## src/rtl/prng_range.sv

```systemverilog
// prng_range: bounded uniform draws in [0, n) from a Lehmer prng core; PRNG_RANGE_REJECT_EN enables rejection sampling
module prng_range (
  input  logic        clk,
  input  logic        rst,
  input  logic        req,
  input  logic [30:0] range_n,
  input  logic        seed_load,
  input  logic [31:0] seed_init,
  output logic        prng_start,
  output logic        prng_cont,
  output logic [31:0] prng_seed,
  input  logic        prng_done,
  input  logic [31:0] prng_rand,
  output logic        busy,
  output logic        valid,
  output logic [30:0] value,
  output logic        err,
  output logic [7:0]  rejects
);
  typedef enum logic [2:0] {IDLE, THRESH, GEN, REL, CHECK, MOD, OUT} state_t;
`ifdef PRNG_RANGE_REJECT_EN
  localparam state_t FIRST = THRESH;
`else
  localparam state_t FIRST = GEN;
`endif
  state_t      r_state, w_next;
  logic [31:0] r_seed;
  logic [30:0] r_n, r_x, r_div, r_rem, r_value;
  logic [4:0]  r_cnt;
  logic [7:0]  r_rej;
  logic        r_start, r_err;
  logic [31:0] w_shift;
  logic [30:0] w_rem;
  logic        w_div_run, w_last, w_seed_ok, w_reject;
  assign w_div_run = (r_state == THRESH) || (r_state == MOD);
  assign w_last    = (r_cnt == 5'd30);
  assign w_shift   = {r_rem, r_div[30]};
  assign w_rem     = (w_shift >= {1'b0, r_n}) ? 31'(w_shift - {1'b0, r_n}) : w_shift[30:0];
  assign w_seed_ok = (seed_init != 32'd0) && (seed_init < 32'h7FFFFFFF);
`ifdef PRNG_RANGE_REJECT_EN
  logic [30:0] r_limit;
  assign w_reject = (r_x >= r_limit);
  // acceptance limit = (2^31-2) - ((2^31-2) mod n), taken from the last THRESH step
  always_ff @(posedge clk or posedge rst)
    if (rst) r_limit <= 31'd0;
    else if (r_state == THRESH && w_last) r_limit <= 31'h7FFFFFFE - w_rem;
`else
  assign w_reject = 1'b0;
`endif
  // state register
  always_ff @(posedge clk or posedge rst)
    if (rst) r_state <= IDLE;
    else r_state <= w_next;
  // next-state logic; the divider shares THRESH and MOD, both 31 steps
  always_comb begin
    w_next = r_state;
    case (r_state)
      IDLE:    if (req) w_next = (range_n == 31'd0) ? OUT : FIRST;
      THRESH:  if (w_last) w_next = GEN;
      GEN:     if (prng_done) w_next = REL;
      REL:     if (!prng_done) w_next = CHECK;
      CHECK:   w_next = w_reject ? GEN : MOD;
      MOD:     if (w_last) w_next = OUT;
      OUT:     w_next = IDLE;
      default: w_next = IDLE;
    endcase
  end
  // datapath: seed chaining, restoring divider, result and reject counter
  always_ff @(posedge clk or posedge rst)
    if (rst) begin
      r_start <= 1'b0;
      r_seed  <= 32'd1;
      r_n     <= 31'd0;
      r_x     <= 31'd0;
      r_div   <= 31'd0;
      r_rem   <= 31'd0;
      r_cnt   <= 5'd0;
      r_value <= 31'd0;
      r_err   <= 1'b0;
      r_rej   <= 8'd0;
    end else begin
      r_start <= (w_next == GEN);
      r_cnt   <= w_div_run ? r_cnt + 5'd1 : 5'd0;
      if (w_div_run) begin
        r_rem <= w_rem;
        r_div <= {r_div[29:0], 1'b0};
      end
      if (r_state == IDLE) begin
        if (seed_load && w_seed_ok) r_seed <= seed_init;
        if (req) begin
          r_n   <= range_n;
          r_rej <= 8'd0;
          r_rem <= 31'd0;
          r_div <= 31'h7FFFFFFE;
          if (range_n == 31'd0) begin
            r_value <= 31'd0;
            r_err   <= 1'b1;
          end
        end
      end
      if (r_state == GEN && prng_done) begin
        r_x    <= 31'(prng_rand - 32'd1);
        r_seed <= prng_rand;
      end
      if (r_state == CHECK) begin
        if (w_reject) r_rej <= r_rej + {7'd0, ~&r_rej};
        else begin
          r_rem <= 31'd0;
          r_div <= r_x;
        end
      end
      if (r_state == MOD && w_last) begin
        r_value <= w_rem;
        r_err   <= 1'b0;
      end
    end
  assign prng_start = r_start;
  assign prng_cont  = 1'b0;
  assign prng_seed  = r_seed;
  assign busy       = (r_state != IDLE);
  assign valid      = (r_state == OUT);
  assign value      = r_value;
  assign err        = r_err;
  assign rejects    = r_rej;
endmodule

```

## config.mk

```make
export PLATFORM = sky130hd
export DESIGN_NAME = prng_range
export DESIGN_NICKNAME = d
export VERILOG_FILES = /design/src/rtl/prng_range.sv
export SDC_FILE = /design/constraint.sdc
export NUM_CORES = 1
export LEC_CHECK = 0
export ABC_AREA = 1
export CAP_MARGIN = 10
export CORE_MARGIN = 3
export CORE_UTILIZATION = 45
export DETAILED_ROUTE_END_ITERATION = 12
export PLACE_DENSITY = 0.72
export SLEW_MARGIN = 10
export SYNTH_ARGS = -nofsm -noshare
export SYNTH_HDL_FRONTEND = slang
export SYNTH_SLANG_ARGS = --single-unit
```

## constraint.sdc

```tcl
create_clock -name clk -period 10.45 [get_ports clk]
set_input_delay 2.6125 -clock clk [delete_from_list [all_inputs] [get_ports clk]]
set_output_delay 2.6125 -clock clk [all_outputs]
set_load 0.005 [all_outputs]
```

==> results of run 1 <==
==> synthesized netlist by cell type, types with 3 or more instances <==
cell	n
nand3_2	3
nor3_1	19
xnor2_1	5
o21ai_1	22
o21ai_2	10
nand3b_1	4
dfrtp_1	196
or2_2	4
nor4_1	19
a21oi_1	32
a31oi_1	10
inv_2	6
a32oi_1	23
nor3_2	6
nand2_1	667
and2_1	5
o21a_1	3
buf_4	11
xor2_1	11
nor2_1	88
o31ai_1	3
buf_6	6
clkbuf_1	21
inv_1	278
nand3_1	80
nand4_1	29
ha_1	34
o21ai_0	114
buf_2	22
nand2_2	13
nor2_2	9
==> cell type report <==
cell class | count | area [sq um] | share of cell area (%)
clock inverters | 13 | 148 | 1.00
flip-flops and latches | 197 | 4930 | 33.5
multi-input cells | 1239 | 5980 | 40.6
repair buffers | 172 | 1710 | 11.6
inverters | 286 | 1080 | 7.36
clock buffers | 19 | 453 | 3.08
well taps | 335 | 419 | 2.85
==> worst max-delay path, delay by kind of cell <==
family / cells / cell delay [ns]
buf+inv: 4 / 1.86
simple gates: 5 / 0.99
==> cells by family after synthesis <==
| logic type | Yosys count |
|---|---|
| buffers and inverters | 350 |
| AND/OR/NAND/NOR | 955 |
| flip-flops | 197 |
| other | 1 |
| XOR/XNOR | 16 |
| adder cells (fa/ha/maj) | 35 |
| AO/OA/AOI/OAI | 224 |
==> placed cells by master, fill, tap and decap left out, types with 9 or more instances in the layout <==
| master | Yosys | layout |
|---|---|---|
| o21ai_2 | 10 | 10 |
| nand3_1 | 80 | 80 |
| inv_1 | 278 | 277 |
| o21ai_1 | 22 | 22 |
| nand2_2 | 13 | 13 |
| clkbuf_16 | 0 | 17 |
| xor2_1 | 11 | 11 |
| conb_1 | 1 | 9 |
| nor3_1 | 19 | 19 |
| a31oi_1 | 10 | 10 |
| clkdlybuf4s50_1 | 0 | 166 |
| ha_1 | 34 | 34 |
| a32oi_1 | 23 | 23 |
| o21ai_0 | 114 | 114 |
| nand2_1 | 667 | 667 |
| nor4_1 | 19 | 19 |
| nand4_1 | 29 | 29 |
| a21oi_1 | 32 | 31 |
| dfrtp_1 | 196 | 196 |
| nor2_1 | 88 | 88 |
==> final timing paths <==
| path | start | slack, ns | to | cells past startpoint |
|---|---|---|---|---|
| min in group asynchronous | rst | 2.73 | value[27] | 2 |
| worst min-delay path | prng_seed[14] | 0.47 | prng_seed[14] | 2 |
| worst max-delay path | prng_done | 5.27 | prng_seed[20] | 9 |
| max in group asynchronous | rst | 6.19 | r_rem[3] | 3 |
| worst max register to register | r_state[0] | 7.20 | prng_start | 6 |
| worst min register to register | prng_seed[14] | 0.47 | prng_seed[14] | 2 |
==> power by group <==
part           internal, mW  total [mW]  switching, mW
sequential             1.08        1.26          0.182
combinational          1.02        2.93           1.91
clock                 0.336       0.678          0.342
total                  2.44        4.87           2.43
==> sequential cells by signal, summed over array words and instances (netlist names) <==
register    flops
prng_seed      32
r_div          31
r_n            31
r_rem          31
r_x            31
value          31
r_cnt           5
r_state         3
err             1
prng_start      1
==> routing by layer <==
metal	up-vias	wire length, um
met5	-	0
met4	0	925
met3	44	1430
met2	301	16900
met1	5443	15600
li1	5852	-
==> metrics by stage <==
step           area [sq um]  hold slack (ns)  setup slack [ns]  util [%]
4_1_cts               14700            0.477              5.33      55.7
6_report              14700            0.475              5.27      55.7
3_5_place_dp          14100            0.457              4.84      53.4
5_1_grt               14700            0.499              4.99      55.7
2_1_floorplan         12300            0.453              2.47         -
3_3_place_gp          14100            0.460              4.91      53.4
==> run_results.csv, run 1 <==
group,metric,value,unit
timing,finalMaxSlewViolations,0,
synth,synth_top_family_by_area,"simple AND/OR/NAND/NOR gates",
floorplan,core-area,26400,sq um
synth,synth_xor_area_share,1.14,%
clock_network,clkSinkCount,197,
global_route,grt_pass1_wl,56100,um
detailed_routing,vias_per_cell,5.15,
power_and_ir_drop,p_per_area,331,nW/um^2
clock_network,numCtsBuffers,17,
setup_path,crit_top_cell,"inv_2",
clock_network,cts_setup_buffers,0,
run_status,status,"completed",
setup_path,timing.critical_path.fanout_max,67,
detailed_routing,routed-via-count,11600,
floorplan,die_w,171,um
synth,syn_inst,1778,
clock_network,cts_tree,"built",
setup_path,crit_chain,"clkdlybuf4s50_1 > nand3_2 > nor2_4 > buf_4 > inv_2 > nand2_2 > inv_2 > nand2_1 > nand3_1",
global_route,grt_max_degree,122,
detailed_routing,first_pass_iters,5,
detailed_routing,totalWireLength,34900,um
power_and_ir_drop,total_power,4.87,mW
global_route,first_global_vias,11100,
global_route,use_met2,41.4,%
detailed_routing,dr.first_iter.drc_count,953,
synth,synth_top_area_cell,"dfrtp_1",
timing,rsz0062_at_grt,"false",
global_route,use_met3,2.80,%
timing,max_slew_margin,33.2,%
global_route,overflow,0,
setup_path,worst-setup-path-type,"primary input to flop",
synth,yosysWarnings,0,
timing,final-setup-viol-count,0,
clock_network,root_buffer,"clkbuf_16",
synth,synth-seq-cells,197,
power_and_ir_drop,p_leak,7.56,nW
placement,place_inst,2229,
detailed_routing,wl_per_cell,15.4,um
placement,globalplace.congestion,0.989,
timing,tns,0,ns
synth,ys_seq_area_share,40.1,%
synth,ys.flop_type,"dfrtp_1",
global_route,antenna_found_initial,0,
placement,portBuffers,166,
synth,netlist_area,12300,sq um
finish,final_nets,2048,
clock_network,clk_pin_slew,0.08,ns
synth,yosysUniqueCellTypes,50,
global_route,grt.busiest_layer,"met2",
clock_network,cts-htree-levels,4,
floorplan,start_util,46.5,%
finish,n_antenna_cell,0,
floorplan,std_cell_rows,59,
timing,period_needed,5.18,ns
timing,hold_viol_final,0,
setup_path,cp-start-kind,"primary input",
synth,synth_mux_area_share,0,%
timing,max_freq,193,MHz
timing,fin_crit_sh,49.6,%
worst_hold_path,hold_path.class,"flop to flop",
detailed_routing,drc,0,
power_and_ir_drop,ir_drop,0.138,mV
setup_path,cp-end-kind,"flop",
setup_path,crit_required,10.78,ns
finish,drive_above_1_share,5.30,%
synth,synth_compound_area_share,10.5,%
finish,area_growth_syn_to_layout,19.7,%
synth,yosys.area_share.simple,32.9,%
synth,ys_top_cells_by_area,"dfrtp_1, nand2_1, inv_1",
timing,finClkSkew,0.0156,ns
placement,hpwlAfterDp,26500,um
setup_path,cpPeakStageDelay,0.55,ns
detailed_routing,ant_nets,0,
setup_path,arrival,5.52,ns
clock_network,clk_path_buf_depth,2,
floorplan,io_pins,176,
global_route,grt_use_total,24.0,%
clock_network,clkLatencyLatePin,0.45,ns
clock_network,cts_hold_buf,0,
setup_path,cpMaxStageDelayCell,"nand2_2",
clock_network,postCtsResizedCells,0,
finish,layout.cells.non_filler,2261,
synth,async_flop_share,100,%
finish,fillers,2545,
synth,synth_edf_count,0,
global_route,met1_usage,31.7,%
synth,synth_fa_ha_area_share,3.62,%
timing,tightest_slew,0.996,ns
synth,syn_avg_cell_area,6.92,sq um
floorplan,die_height,171,um
floorplan,die_area,29300,sq um
flow_run,cap_violations,0,
synth,synth_top_cell_area_share,39.9,%
(Power assumes the default switching activity.)
==> run 2: changes to the inputs <==
--- a/config.mk
+++ b/config.mk
@@ -10,7 +10,7 @@
 export CORE_MARGIN = 3
 export CORE_UTILIZATION = 45
 export DETAILED_ROUTE_END_ITERATION = 12
-export PLACE_DENSITY = 0.72
+export PLACE_DENSITY = 0.75
 export SLEW_MARGIN = 10
 export SYNTH_ARGS = -nofsm -noshare
 export SYNTH_HDL_FRONTEND = slang
==> constraint.sdc (replaced) <==
create_clock -name clk -period 4.2 [get_ports clk]
set_input_delay 1.05 -clock clk [delete_from_list [all_inputs] [get_ports clk]]
set_output_delay 1.05 -clock clk [all_outputs]
set_load 0.005 [all_outputs]
==> run 2 against run 1 <==
Against the previous run:
- non-clock buffer count is 5 higher
- wire length rose by 3.0%
- cell count up 0.18%
- combinational power increased to 2.5 times the previous value
- register-to-register slack worse by 6.0 ns
- critical path type unchanged
- core utilization about the same
- largest cell class unchanged
==> run_results.csv, run 2 (synthesis results as in run 1) <==
group,metric,value,unit
run_status,status,"completed",
timing,rsz0062_at_grt,"false",
detailed_routing,vias_per_cell,5.22,
setup_path,rr_worst_depth,15,
power_and_ir_drop,switching_power,6.04,mW
detailed_routing,dr.first_iter.drc_count,812,
clock_network,numCtsBuffers,17,
detailed_routing,wl_met2,17400,um
power_and_ir_drop,p_per_area,819,nW/um^2
timing,finClkSkew,0.00977,ns
setup_path,cp-end-kind,"flop",
timing,final-setup-viol-count,0,
finish,layout_commonest_cell,"nand2_1",
placement,portBuffers,166,
setup_path,worst-setup-path-type,"primary input to flop",
finish,fillers,2560,
worst_hold_path,hold_path_startpoint,"prng_seed[25]",
placement,place_ws,0.608,ns
global_route,grt_pass1_wl,57500,um
setup_path,timing.critical_path.fanout_max,32,
worst_hold_path,hold_depth,2,
detailed_routing,routed-via-count,11800,
detailed_routing,dr_wl_met3,1810,um
detailed_routing,totalWireLength,35900,um
detailed_routing,drc,0,
power_and_ir_drop,power.share.switching,50.1,%
worst_hold_path,hold_path.class,"flop to flop",
floorplan,io_pins,176,
timing,tns,0,ns
global_route,first_global_vias,11400,
clock_network,clk_path_buf_depth,2,
setup_path,r2r-end,"value[30]",
setup_path,r2r_slack,1.19,ns
clock_network,clkSinkCount,197,
clock_network,postCtsResizedCells,0,
finish,n_antenna_cell,0,
detailed_routing,topRoutingLayerUsed,"met4",
finish,final_nets,2053,
global_route,antenna_found_initial,0,
floorplan,die_w,171,um
timing,fin_ws,0.980,ns
global_route,overflow,0,
placement,globalplace.congestion,0.952,
timing,fin_crit_sh,76.7,%
clock_network,cts-htree-levels,4,
timing,max_slew_margin,39.9,%
detailed_routing,wl_per_cell,15.8,um
detailed_routing,first_pass_iters,5,
power_and_ir_drop,ir_drop,0.464,mV
detailed_routing,drt-met1-wl,15300,um
timing,hold_viol_final,0,
timing,tightest_slew,0.901,ns
floorplan,die_area,29300,sq um
floorplan,start_util,46.5,%
finish,largest_reg_flops,32,
floorplan,die_height,171,um
placement,hpwlAfterDp,27400,um
finish,drive_above_1_share,5.44,%
power_and_ir_drop,p_int,6.01,mW
power_and_ir_drop,comb_power_share,60.8,%
clock_network,cts_setup_buffers,0,
floorplan,std_cell_rows,59,
global_route,grt_use_total,24.6,%
clock_network,cts_hold_buf,0,
timing,period_needed,3.22,ns
setup_path,r2r_start,"r_n[0]",
finish,final_cell_mix,"nand2_1, inv_1, dfrtp_1",
finish,area_growth_syn_to_layout,19.7,%
clock_network,clk_pin_slew,0.08,ns
floorplan,core-area,26400,sq um
setup_path,crit_required,4.58,ns
flow_run,cap_violations,0,
setup_path,arrival,3.60,ns
worst_hold_path,hold_end,"prng_seed[25]",
power_and_ir_drop,p_clk_share,13.1,%
clock_network,root_buffer,"clkbuf_16",
clock_network,clkLatencyLatePin,0.45,ns
detailed_routing,ant_nets,0,
power_and_ir_drop,p_seq_share,26.0,%
clock_network,cts_tree,"built",
timing,finalMaxSlewViolations,0,
timing,max_freq,311,MHz
power_and_ir_drop,p_leak,7.54,nW
setup_path,cp-start-kind,"primary input",
global_route,grt_max_degree,168,
-- run 2: cell types whose count changed in the layout (fill, tap and decap cells not counted), sizes merged --
| cell | before | now |
|---|---|---|
| buf | 6 | 11 |
| clkbuf | 19 | 18 |
| clkinvlp | 0 | 4 |
| inv | 294 | 290 |
-- run 2: per-layer routing --
layer	vias to the layer above	global-route usage, %
met5	-	0
met3	71	4.37
met4	0	8.85
met1	5551	31.3
met2	327	42.3
li1	5877	-
-- run 2: worst max-delay path, stage by stage --
cell	delay [ns]
clkdlybuf4s50_1	0.52
nand4_1	0.11
nor4_1	0.47
nand2_1	0.26
nand3_1	0.14
nand2_2	0.30
inv_2	0.54
nand2_1	0.10
nand3_1	0.11
-- run 2: worst max-delay path by stage --
stage / depth (start not counted) / to / start / slack [ns]
floorplan: 1 / err / rst / 0.60
global placement: 9 / prng_seed[18] / seed_init[30] / 0.68
detailed placement: 9 / prng_seed[1] / seed_init[27] / 0.61
CTS: 9 / prng_seed[10] / seed_init[27] / 1.07
global route: 9 / prng_seed[30] / seed_init[27] / 0.73
finish: 9 / prng_seed[10] / seed_init[30] / 0.98
-- run 2: layout make-up --
cell class / instances / area (sq um) / share of cell area [%]
Clock inverter: 13 / 116 / 0.791
Inverter: 286 / 1080 / 7.34
Tap cell: 335 / 419 / 2.85
Multi-Input combinational cell: 1239 / 5980 / 40.7
Timing Repair Buffer: 177 / 1760 / 11.9
Clock buffer: 18 / 429 / 2.92
Sequential cell: 197 / 4930 / 33.5
-- run 2: per-stage QoR --
| step | util [%] | hold slack (ns) | instances | power, mW | cell area (sq um) |
|---|---|---|---|---|---|
| 2_1_floorplan | - | 0.453 | 1786 | 8.45 | 12300 |
| 3_3_place_gp | 53.6 | 0.459 | 2234 | 10.3 | 14200 |
| 3_5_place_dp | 53.6 | 0.458 | 2234 | 10.4 | 14200 |
| 4_1_cts | 55.7 | 0.477 | 2265 | 12.0 | 14700 |
| 5_1_grt | 55.7 | 0.497 | 2265 | 13.2 | 14700 |
| 6_report | 55.7 | 0.477 | 2265 | 12.0 | 14700 |
-- run 2: power groups by stage --
stage               logic [mW]  clock network (mW)  registers (mW)
floorplan                 5.41                   0            3.04
global placement          7.13                   0            3.14
detailed placement        7.27                   0            3.15
CTS                       7.31                1.60            3.13
global route              8.30                1.68            3.22
finish                    7.33                1.58            3.14
